$ cat src/rtl/fetch_queue.sv
// Instruction prefetch queue: fetches one ROM word per cycle into a DEPTH-entry ring, head shown one cycle after push.
// Backpressure: fetch stalls (fetch_pc holds) while full and LE is low; flush restarts fetch at target_add.
module fetch_queue #(
   parameter int DEPTH = 4
) (
   input  logic        clk,
   input  logic        R,
   input  logic        LE,
   input  logic        flush,
   input  logic [7:0]  target_add,
   output logic [7:0]  rom_address,
   input  logic [31:0] rom_instruction,
   output logic [31:0] instruction,
   output logic [7:0]  pc_plus_4,
   output logic        valid,
   output logic [3:0]  count
);

   localparam int PW = $clog2(DEPTH);

   typedef struct packed {
      logic [31:0] instr;
      logic [7:0]  pc4;
   } entry_t;

   entry_t          mem [DEPTH];
   logic [7:0]      fetch_pc;
   logic [PW-1:0]   rd_ptr;
   logic [PW-1:0]   wr_ptr;
   logic [3:0]      count_q;
   logic            pop;
   logic            push;
   entry_t          head;

   assign valid = (count_q != 4'd0);
   assign pop   = LE & valid;
   assign push  = ~flush & ((count_q < 4'(DEPTH)) | pop);

   always_ff @(posedge clk) begin
      if (R) begin
         fetch_pc <= 8'd0;
         rd_ptr   <= '0;
         wr_ptr   <= '0;
         count_q  <= 4'd0;
      end else if (flush) begin
         fetch_pc <= target_add;
         rd_ptr   <= '0;
         wr_ptr   <= '0;
         count_q  <= 4'd0;
      end else begin
         if (push) begin
            fetch_pc <= fetch_pc + 8'd4;
            wr_ptr   <= wr_ptr + PW'(1);
         end
         if (pop) begin
            rd_ptr <= rd_ptr + PW'(1);
         end
         count_q <= count_q + 4'(push) - 4'(pop);
      end
   end

   // Storage is never reset; the head outputs are masked by valid instead.
   always_ff @(posedge clk) begin
      if (!R && push) begin
         mem[wr_ptr] <= '{instr: rom_instruction, pc4: fetch_pc + 8'd4};
      end
   end

   assign head        = mem[rd_ptr];
   assign rom_address = fetch_pc;
   assign count       = count_q;
   assign instruction = valid ? head.instr : 32'd0;
   assign pc_plus_4   = valid ? head.pc4   : 8'd0;

endmodule

$ cat config.mk
export PLATFORM = sky130hd
export DESIGN_NAME = fetch_queue
export DESIGN_NICKNAME = d
export VERILOG_FILES = /design/src/rtl/fetch_queue.sv
export SDC_FILE = /design/constraint.sdc
export NUM_CORES = 1
export LEC_CHECK = 0
export CORE_MARGIN = 3
export CORE_UTILIZATION = 35
export CTS_CLUSTER_DIAMETER = 40
export CTS_CLUSTER_SIZE = 30
export DETAILED_ROUTE_END_ITERATION = 16
export HOLD_SLACK_MARGIN = 0.06
export PLACE_DENSITY = 0.59
export SYNTH_ARGS = -nofsm -noshare
export SYNTH_HDL_FRONTEND = slang
export SYNTH_SLANG_ARGS = --single-unit
$ cat constraint.sdc
create_clock -name clk -period 5.8 [get_ports clk]
set_input_delay 0.58 -clock clk [delete_from_list [all_inputs] [get_ports clk]]
set_output_delay 0.58 -clock clk [all_outputs]
set_load 0.005 [all_outputs]
# Word-level counts from Yosys, hierarchy flattened
# Memories as Yosys holds them, arrays and structs flattened. A register that Yosys moved wholly into a read port is not among the register bits.
# Cells that the tools add are included.
dict set report classes {
  n_div 0
  shift 0
  order_cmp 1
  eq_ne 0
  reduce_logical 5
  multipliers 0
  add_sub_neg 5
  bitwise_logic 4
  n_mux 8
}
# operator count
set ops {}
lappend ops {{two-way mux 32 bit} 1}
lappend ops {{two-way mux 8 bit} 3}
lappend ops {{adder 8 x 3 -> 8 bit, second input constant} 1}
lappend ops {{adder 2 x 1 -> 2 bit, second input constant} 2}
lappend ops {{adder 4 x 1 -> 4 bit} 1}
lappend ops {{less-than comparator 4 x 3 -> 1 bit, second input constant} 1}
lappend ops {{two-way mux 2 bit} 2}
lappend ops {{nonzero test 4 bit} 1}
lappend ops {{subtractor 4 x 1 -> 4 bit} 1}
lappend ops {{bitwise AND 1 bit} 2}
lappend ops {{two-way mux 1 bit} 2}
lappend ops {{nonzero test 2 bit} 1}
lappend ops {{OR reduction 2 bit} 1}
lappend ops {{logical AND 1 bit} 1}
lappend ops {{logical NOT 1 bit} 1}
lappend ops {{inverter 1 bit} 1}
lappend ops {{bitwise OR 1 bit} 1}
dict set report word_totals {
  ram_bits 160
  n_memories 1
  word_cells 28
  reg_bits 16
  rom_bits 0
  latchBits 0
}
# name depth word_bits rd rd_ports_with_merged_regs write_ports line_no
set mem_list {}
lappend mem_list {mem 4 40 1 1 1 26} ;# entry_t mem [DEPTH];

# Longest topological paths before layout
dict set report logic_depth {
  depth_word 7
  depth_mapped 12
  ltp_nobuf 11
}

# Worst setup path before layout
# Ideal clock, no wire load.
dict set report synth_timing {
  kind {reg2reg}
  start {register count_q[2] (netlist: count[2])}
  end {memory mem[0][0] (netlist name) (enable)}
  path_buffers 2
  setup_ns 0.401
  arrival_time_ns 2.140
  path_slack_ns 3.259
  path_stages_with_launch 8
  path_cell_list {dfxtp_1 inv_1 ha_1 or3b_1 buf_6 a21o_1 buf_6 and3_1}
}
dict set report synth_between {
  elab_chain_cells 7
  word_cells_on_any_way 8
  cone_classes {1 x order compare; 2 x mux; 3 x bitwise; 2 x reduce/logical}
}
# item line_no
set synth_rtl {}
lappend synth_rtl {{start: declaration} 30} ;# logic [3:0] count_q;
lappend synth_rtl {{start signal: assignment} 58} ;# count_q <= count_q + 4'(push) - 4'(pop);
lappend synth_rtl {{branches (longest 2 deep; another with less-than comparator 4 x 3 -> 1 bit)} -}
lappend synth_rtl {{bitwise OR 1 bit (*)} 37} ;# assign push = ~flush & ((count_q < 4'(DEPTH)) | pop);
lappend synth_rtl {{bitwise AND 1 bit (*)} 37}
lappend synth_rtl {{logical AND 1 bit (*)} 64} ;# if (!R && push) begin
lappend synth_rtl {{two-way mux 1 bit (*)} 64}
lappend synth_rtl {{two-way mux 1 bit (not written as such) (*)} 65} ;# mem[wr_ptr] <= '{instr: rom_instruction, pc4: fetch_pc + 8'd4};
lappend synth_rtl {{end: declaration} 26}
# Every way passes the cells marked *.

# Worst setup path in the final report
dict set report layout_timing {
  start {register count_q[2] (netlist: count[2])}
  end {memory mem[1][19] (netlist name) (enable)}
}
# Same word-level chain as after synthesis.

==> results.md <==
- Outcome: finished clean
- Cell taking the most area after synthesis: edfxtp_1
- Area Overhead vs Synth: 25.1%
- Clock transition at path regs: roughly 0.060 ns
- Clk Tree Root Cell: clkbuf_16
- First-pass GRT wire length: 21200 um
- Synth area leaders: edfxtp_1 68%, mux4_2 13%, dfxtp_1 5.1%
- Design Power: approximately 3 mW
- Seq/Total Area, Yosys: 0.736
- Hold Buf Count CTS: 0
- DRT Pass-1 Iters: 4
- Final net count: about 520
- Final Routed Wirelength: 13200 um
- Initial Util: 0.358
- Vias/cell: about 4.8
- Post-Synthesis Cells: 364
- Crit path from: count[2]
- Final worst path period share: 0.557
- Slew HR: 0.273
- Final Slew Violations: 0
- Post-DP HPWL: roughly 8000 um
- Fin crit period: 3.23 ns
- CP Cell Sequence: inv_1 > ha_1 > or3b_2 > a21o_1 > and3_2
- Aggregate global routing overflow: 0
- Hold WS: 0.534 ns
- Critical path fanouts, max: 45
- Hold_sp: rd_ptr[1]
- Final Non-Filler Cells: 738
- ANT nets after route: 0
- Post-route DRC: 0
- CP Capture Type: register
- Max Fclk: 310 MHz
- Total CTS buffers: 17
- Pwr dens: between 300 and 400 nW/um2
- DP Cell Count: 707
- Worst VDD drop: 0.000211 V
- Post-synth EDFFs: 160
- H-Tree Depth: 4
- Final hold viol count: 0
- Die width: 148 um
- Clock buffer depth: 2
- Syn Nets: 419
- Via count of the first global-routing pass: 3946
- R2R Path Start: count[2]
- Worst hold path class: register to register
- Skew final: around 0.0074 ns
- Final setup TNS: 0 ns
- Worst path slowest cell: and3_2
- Fill cells: roughly 1.7k
- CP startpoint kind: register
- Worst Path Class, Setup: register to register
- Largest net degree at the start of global routing: 46
- Die H: 148 um
- Sink Count: 178
- Top FF cell, synth: edfxtp_1
- Count of input and output buffers: between 90 and 100
- Worst path required time: 5.83 ns
- CP Data Arrival Time: 3.26 ns
- Flops & latches, synth: 178
- Mapped cell area: around 7000 um2
- GP Congestion: 0.733
- RSZ-0062 raised after global routing: false
- Final Util: 0.448
- Drt wl/cell: 17.9 um
- Core box area: a little under 20000 um2
- Synth Warn #: 0
- Mean Syn Cell Area: 19.3 um2
- Ys async rst share: 0
- Post-CTS setup buffers: 0
- TritonCTS clock tree: done
- Violation count after the first detailed-routing iteration: 228
- Post-cts sizing count: 0
- # setup viols final: 0
- Initial antenna violation count: 0
- Slowest stage delay, CP: 0.99 ns
- Via Count: ~3.5k
- Diodes inserted: 0
- Die area: 21800 um2
- # rows: around 50
- Clock Latency Late Sink: 0.41 ns
- Post-synth top area share: 0.685
- Max Cap Viol: 0
- Worst slew pin tran: 1.09 ns
- Ratio of cells with drive above 1 in the final layout: 0.163
- I/O pin total: 97
- Pleak: 2.81 nW
- Synth unique cells: 34
- Gr usage total: 0.127
-- metrics by stage --
stage,setup WS (ns),instance area [um2]
final,2.57,8780
after global routing,2.24,8780
after CTS,2.48,8780
after detailed placement,2.48,8230
after global placement,2.60,8230
after floorplan,3.26,7020
-- metal layers --
metal  global-route usage  part of all wire  up-vias
met5                    0                 0        -
met4               0.0452             0.015        0
met1                0.161              0.43     1792
li1                     -                 -     1611
met2                0.213              0.51       91
met3               0.0349             0.054       18
-- state kept, by name, indices dropped and copies added (netlist names), named ones only --
register / cells
count: 4
mem: 160
rd_ptr: 2
rom_address: 8
wr_ptr: 2
-- power by group --
group	internal [mW]	switching (mW)	leakage (nW)
combinational	0.220	0.167	0.943
sequential	1.45	0.0293	1.61
clock	0.625	0.434	0.261
total	2.30	0.630	2.81
-- cell families after synthesis --
family	after synthesis	share of synthesized area
XOR/XNOR	10	0.0125
adder cells (fa/ha/maj)	11	0.0207
buffers and inverters	30	0.0189
AO/OA/AOI/OAI	17	0.0205
AND/OR/NAND/NOR	76	0.0599
flip-flops	178	0.736
multiplexers	42	0.131
-- final timing paths --
kind                 to  slack, ns  cells after the start
min            register       0.53                      2
max          mem[1][19]       2.57                      5
max reg2reg  mem[1][19]       2.57                      5
min reg2reg    register       0.53                      2
-- area by class of cell --
type / count / area [um2] / area share
clock buffer: 19 / 433 / 0.0493
clock inverter: 12 / 116 / 0.0133
inverter: 12 / 45.0 / 0.00513
multi-input combinational: 156 / 1720 / 0.196
sequential: 178 / 5170 / 0.589
tap: 265 / 332 / 0.0378
timing repair buffer: 96 / 961 / 0.109
-- Yosys cell counts, types with 2 or more instances --
master,number
o22ai_1,2
xor2_1,3
clkbuf_1,11
mux4_2,40
nor2_1,14
dfxtp_1,18
nand3_1,3
buf_2,4
buf_6,2
o21ai_1,2
inv_1,12
and2_1,42
ha_1,10
a21o_1,2
nand2_1,9
and3_1,4
mux2i_1,2
xnor2_1,7
a21oi_1,3
edfxtp_1,160
-- worst max-delay path, delay by kind of cell, from the launching register on --
| family | cells | cell delay (ns) |
|---|---|---|
| compound gates | 1 | 0.45 |
| flops | 1 | 0.33 |
| simple gates | 2 | 1.75 |
| fa+ha+maj | 1 | 0.21 |
| buf+inv | 1 | 0.08 |
-- placed cells by master, fill, tap and decap left out, types with 3 or more instances in the layout --
cell and n:
and3_2 4, ha_1 10, clkinv_1 5, clkdlybuf4s50_1 96
nor2_1 14, clkbuf_16 17, dfxtp_1 16, nand2_1 9
mux4_2 40, and2_1 42, nand3_1 3, xnor2_1 7
inv_1 12, a21oi_1 3, xor2_1 3, edfxtp_1 160
Power figures use the tool's default switching activity.
